## src/rtl/inst_fetch_pkg.sv

```systemverilog
// inst_fetch_pkg: shared exception codes, fetch state encoding and bubble PC
// for the IF stage.
package inst_fetch_pkg;
  localparam int EXC_CAUSE_W = 7;
  // Cause value meaning "no exception in this slot".
  localparam logic [EXC_CAUSE_W-1:0] EXC_NOP  = 7'h7f;
  localparam logic [EXC_CAUSE_W-1:0] EXC_ADEF = 7'h08;

  localparam logic [31:0] IF_BUBBLE_PC = 32'h00000100;

  typedef enum logic [2:0] {
    IDLE,
    WAIT_ADDR,
    WAIT_DATA,
    HOLD,
    CANCEL
  } fetch_state_e;
endpackage

```

## src/rtl/inst_fetch_fsm.sv

```systemverilog
// inst_fetch_fsm: fetch handshake sequencing; tracks a pending cancel so the
// response of a flushed request is dropped exactly once.
module inst_fetch_fsm
  import inst_fetch_pkg::*;
(
  input  logic         clk,
  input  logic         rst,
  input  logic         flush_i,
  input  logic         accept_i,
  input  logic         misaligned_i,
  input  logic         addr_ok_i,
  input  logic         data_ok_i,
  output fetch_state_e state_o,
  output logic         issue_o,
  output logic         capture_o,
  output logic         adef_o
);
  fetch_state_e state_q, state_d;
  logic         cancel_q, cancel_d;

  always_ff @(posedge clk or posedge rst) begin
    if (rst) begin
      state_q  <= IDLE;
      cancel_q <= 1'b0;
    end else begin
      state_q  <= state_d;
      cancel_q <= cancel_d;
    end
  end

  always_comb begin
    state_d   = state_q;
    cancel_d  = cancel_q;
    issue_o   = 1'b0;
    capture_o = 1'b0;
    adef_o    = 1'b0;
    case (state_q)
      IDLE: begin
        if (!flush_i) begin
          if (misaligned_i) begin
            adef_o  = 1'b1;
            state_d = HOLD;
          end else begin
            issue_o = 1'b1;
            state_d = WAIT_ADDR;
          end
        end
      end
      // The request cannot be withdrawn, so a flush here only marks it stale.
      WAIT_ADDR: begin
        if (addr_ok_i) begin
          state_d  = (cancel_q || flush_i) ? CANCEL : WAIT_DATA;
          cancel_d = 1'b0;
        end else if (flush_i) begin
          cancel_d = 1'b1;
        end
      end
      WAIT_DATA: begin
        if (flush_i) begin
          state_d = data_ok_i ? IDLE : CANCEL;
        end else if (data_ok_i) begin
          capture_o = 1'b1;
          state_d   = HOLD;
        end
      end
      HOLD: begin
        if (flush_i || accept_i) state_d = IDLE;
      end
      CANCEL: begin
        if (data_ok_i) state_d = IDLE;
      end
      default: state_d = IDLE;
    endcase
  end

  assign state_o = state_q;
endmodule

```

## src/rtl/inst_fetch.sv

```systemverilog
// inst_fetch: IF stage PC generation and single-outstanding instruction fetch.
// Define INST_FETCH_PERF_EN to add fetch/stall performance counters.
module inst_fetch
  import inst_fetch_pkg::*;
#(
  parameter logic [31:0] RESET_PC  = 32'h1c000000,
  parameter logic [31:0] BUBBLE_PC = IF_BUBBLE_PC
) (
  input  logic                        clk,
  input  logic                        rst,
  input  logic [5:0]                  pause,
  input  logic                        branch_flush,
  input  logic [31:0]                 branch_target_addr,
  input  logic                        exception_flush,
  input  logic [31:0]                 exception_new_pc,
  output logic                        inst_req,
  output logic [31:0]                 inst_addr,
  input  logic                        inst_addr_ok,
  input  logic                        inst_data_ok,
  input  logic [31:0]                 inst_rdata,
  output logic [31:0]                 if_pc,
  output logic [31:0]                 if_inst,
  output logic [4:0]                  if_is_exception,
  output logic [4:0][EXC_CAUSE_W-1:0] if_exception_cause,
  output logic                        if_stallreq
`ifdef INST_FETCH_PERF_EN
  ,
  output logic [31:0]                 perf_fetch_cnt,
  output logic [31:0]                 perf_stall_cnt
`endif
);
  fetch_state_e state;
  logic         issue, capture, adef, flush, accept;
  logic [31:0]  pc_q, pc_d, addr_q, inst_q, flush_pc;
  logic         exc_q;
  logic         unused_pause;

  // Only the IF/ID stall bit matters; the PC stage is held via HOLD.
  assign unused_pause = ^{pause[5:2], pause[0]};

  assign flush    = exception_flush | (branch_flush & ~pause[1]);
  assign flush_pc = exception_flush ? exception_new_pc : branch_target_addr;
  assign accept   = (state == HOLD) & ~pause[1];

  inst_fetch_fsm u_fsm (
    .clk          (clk),
    .rst          (rst),
    .flush_i      (flush),
    .accept_i     (accept),
    .misaligned_i (|pc_q[1:0]),
    .addr_ok_i    (inst_addr_ok),
    .data_ok_i    (inst_data_ok),
    .state_o      (state),
    .issue_o      (issue),
    .capture_o    (capture),
    .adef_o       (adef)
  );

  always_comb begin
    pc_d = pc_q;
    if (flush)       pc_d = flush_pc;
    else if (accept) pc_d = pc_q + 32'd4;
  end

  always_ff @(posedge clk or posedge rst) begin
    if (rst) begin
      pc_q   <= RESET_PC;
      addr_q <= RESET_PC;
      inst_q <= '0;
      exc_q  <= 1'b0;
    end else begin
      pc_q <= pc_d;
      if (issue) addr_q <= pc_q;
      if (flush) begin
        inst_q <= '0;
        exc_q  <= 1'b0;
      end else if (capture) begin
        inst_q <= inst_rdata;
        exc_q  <= 1'b0;
      end else if (adef) begin
        inst_q <= '0;
        exc_q  <= 1'b1;
      end
    end
  end

  assign inst_req    = (state == WAIT_ADDR);
  assign inst_addr   = addr_q;
  assign if_stallreq = (state != HOLD);

  always_comb begin
    if_pc              = BUBBLE_PC;
    if_inst            = '0;
    if_is_exception    = '0;
    if_exception_cause = {5{EXC_NOP}};
    if (state == HOLD) begin
      if_pc                 = pc_q;
      if_inst               = inst_q;
      if_is_exception[0]    = exc_q;
      if_exception_cause[0] = exc_q ? EXC_ADEF : EXC_NOP;
    end
  end

`ifdef INST_FETCH_PERF_EN
  logic [31:0] perf_fetch_q, perf_stall_q;

  always_ff @(posedge clk or posedge rst) begin
    if (rst) begin
      perf_fetch_q <= '0;
      perf_stall_q <= '0;
    end else begin
      if (accept)      perf_fetch_q <= perf_fetch_q + 32'd1;
      if (if_stallreq) perf_stall_q <= perf_stall_q + 32'd1;
    end
  end

  assign perf_fetch_cnt = perf_fetch_q;
  assign perf_stall_cnt = perf_stall_q;
`endif
endmodule

```

## config.mk

```make
export PLATFORM = sky130hd
export DESIGN_NAME = inst_fetch
export DESIGN_NICKNAME = d
export VERILOG_FILES = /design/src/rtl/inst_fetch_pkg.sv /design/src/rtl/inst_fetch_fsm.sv /design/src/rtl/inst_fetch.sv
export SDC_FILE = /design/constraint.sdc
export NUM_CORES = 1
export LEC_CHECK = 0
export CORE_ASPECT_RATIO = 1.75
export CORE_MARGIN = 2
export CORE_UTILIZATION = 39
export DETAILED_ROUTE_END_ITERATION = 8
export PLACE_DENSITY_LB_ADDON = 0.1
export SYNTH_ARGS = -nofsm -noshare
export SYNTH_HDL_FRONTEND = slang
export SYNTH_SLANG_ARGS = --single-unit
```

## constraint.sdc

```tcl
create_clock -name clk -period 2.8 [get_ports clk]
set_input_delay 0.28 -clock clk [delete_from_list [all_inputs] [get_ports clk]]
set_output_delay 0.28 -clock clk [all_outputs]
set_load 0.02 [all_outputs]
```

==> flow_summary.yaml <==
placement:
  gp_congestion: 0.810
  dpl.hpwl_um: 12500
  dpl_cell_area_sq_um: 7780
  port_buffers: 207
die:
  die_area_sq_um: 15400
  die_h_um: 163
  io_pins: 246
  coreArea_sq_um: 14200
  start_util_pct: 39.4
  num_rows: 58
  die_w_um: 94.6
synth:
  synth_top_family_by_area: "simple AND/OR/NAND/NOR gates"
  synthMuxAreaShare_pct: 7.10
  yosysTopAreaCell: "dfrtp_1"
  synthTopCellsByArea: "dfrtp_1 42%, and2_1 6.8%, mux2_2 5.6%"
  syn-cell-area_sq_um: 5610
  synth_edf_count: 0
  synth-main-ff-cell: "dfrtp_1"
  seq_area_frac_synth_pct: 45.2
  synth_fa_ha_area_share_pct: 0.223
  synth_compound_area_share_pct: 14.0
  ys_warn_count: 0
  synth-xor-area-share_pct: 2.81
  synth-async-reset-ratio_pct: 100
  synthCells: 561
  synth_simple_gate_area_share_pct: 21.1
  postSynthAreaPerCell_sq_um: 9.99
  synth_cell_type_count: 64
  synthDominantCellAreaShare_pct: 42.4
  ys_ff_latch: 101
sta:
  finClkSkew_ns: 0.00977
  setup_violations: 0
  max_freq_ghz: 0.385
  grt_setup_unrepaired: "no"
  hold_viol_final: 0
  slew_headroom_pct: 54.6
  min_period_ns: 2.59
  drv_slew: 0
  worst_slew_pin_slew_ns: 0.673
  final.setup.tns_ns: 0
  finalCritPeriodShare_pct: 92.7
final_layout:
  final_common_cell: "clkdlybuf4s50_1"
  fin_area_sq_um: 8110
  most-common-layout-cells: "206 x clkdlybuf4s50_1, 94 x dfrtp_1, 61 x and2_1"
  nets: 868
  syn2layout_area_growth_pct: 44.6
  multiInputGateArea_sq_um: 2680
  diodes: 0
  drive_gt1_share_pct: 12.6
  register_area_sq_um: 2540
  fillers: 1274
cts:
  cts_buffers: 9
  clk_latency_ns: 0.35
  clk_pin_slew_worst_paths_ns: 0.08
  ctsHoldBuffers: 0
  cts.sinks: 101
  cts-root-buf: "clkbuf_16"
  post-cts-setup-buffers: 0
  h-tree-depth: 3
  tritoncts: "yes"
  cts_max_path_buffers: 2
critical_path:
  startpoint_type: "register"
  end_kind: "output port"
  worstPathArrival_ns: 2.31
  critPathKind: "register to output port"
  r2r_cells: 6
  required_ns: 2.52
  cp_max_fo: 19
route:
  ant_nets: 0
  vias: 4896
  dr.pass1.iters: 5
  drcViolationCount: 0
  drt_iter0_drc: 162
  vias_per_cell: 5.19
  wire_per_inst_um: 17.6
  drt_wl_total_um: 16600
global_route:
  grt_pass1_vias: 5272
  grt_max_degree: 102
  overflow: 0
  antenna_found_initial: 0
  track_usage_pct: 21.8
  grt_pass1_wl_um: 26200
pwr:
  p_per_area_nw_per_um2: 642
  peakVddDrop_v: 0.000407
  leakage_nw: 3.37
hold_path:
  hp-class: "primary input to async pin"
status:
  status: "finished, final reports clean"
job:
  drv_cap: 0
-- kinds of logic (layout without fill, tap and decap cells) --
group           after synthesis  after routing
compound gates              108            108
xor+xnor                     18             18
fa+ha+maj                     1              1
buf+inv                      89            261
flops                       101            101
mux                          36             36
other cells                   2             33
simple gates                206            206
-- layout make-up --
class / instances / area share, %
clock buffers: 10 / 2.95
clock inverters: 6 / 0.957
inverters: 13 / 0.648
multi-input cells: 402 / 33.1
flip-flops and latches: 101 / 31.3
well taps: 180 / 2.78
repair buffers: 232 / 28.3
-- registers in the layout, summed over array words and instances, names as in the netlist --
register and cells:
u_fsm.cancel_q 1, pc_q 32, inst_q 32, exc_q 1, u_fsm.state_o 3, inst_addr 32
-- where the power goes --
part / internal [mW] / switching (mW)
combinational: 0.938 / 0.906
clock: 0.736 / 0.591
sequential: 1.79 / 0.243
total: 3.46 / 1.74
-- path summary, 6_finish.rpt --
path                                  startpoint               end  slack (ns)
worst max-delay path            u_fsm.state_o[0]         if_pc[14]        0.21
worst min-delay path                         rst        inst_q[19]        0.42
worst max register to register  u_fsm.state_o[2]          pc_q[31]        0.52
worst min register to register     inst_addr[16]     inst_addr[16]        0.49
max in group asynchronous                    rst  u_fsm.state_o[0]        1.95
min in group clk                 exception_flush          pc_q[10]        0.44
-- routing by layer --
metal	track usage (%)	share of wire, %	up-vias	wire, um
met5	0	0	-	0
met4	7.51	2.1	0	349
met3	5.09	7.2	24	1210
met2	40.8	54	212	9040
met1	23.2	36	2367	6050
li1	-	-	2293	-
-- synth_stat cells, drive strengths merged, types with 2 or more instances --
cell	n
inv	13
nor3b	2
conb	2
xnor2	14
and2	62
nand3	10
o31ai	5
clkbuf	19
o221ai	5
o31a	2
a211oi	6
a21oi	23
nor2	24
buf	57
o41ai	3
dfrtp	95
nor3	19
mux2i	6
a221oi	4
a31oi	2
dfstp	6
and3	5
nand2	43
nor4	9
xor2	4
a22o	32
nand2b	4
or4	2
and4	3
nor2b	9
nand4	9
o21ai	14
mux2	30
-- through the flow --
| stage | utilization (%) | instances | hold WS [ns] | setup slack [ns] | power, mW |
|---|---|---|---|---|---|
| floorplan | - | 592 | 0.366 | 0.699 | 3.05 |
| CTS | 56.9 | 944 | 0.423 | 0.0746 | 5.25 |
| global route | 57.0 | 944 | 0.467 | 0.0787 | 5.47 |
| finish | 57.0 | 944 | 0.415 | 0.205 | 5.20 |
| detailed placement | 54.7 | 928 | 0.474 | 0.271 | 3.91 |
| global placement | 54.7 | 928 | 0.469 | 0.374 | 3.86 |
-- repair_timing --
item,in CTS,in global routing
resized for setup,1,2
endpoints found under the hold margin,0,0
setup endpoints to repair,1,3
-- worst max-delay path, stage by stage (launching register included) --
cell and delay, ns:
dfrtp_2 0.47, inv_1 0.15, nor3_4 0.26, buf_6 0.21, inv_1 0.12, nor2_1 0.12
clkdlybuf4s50_1 0.62
No activity file was read; power rests on OpenSTA's default activity.
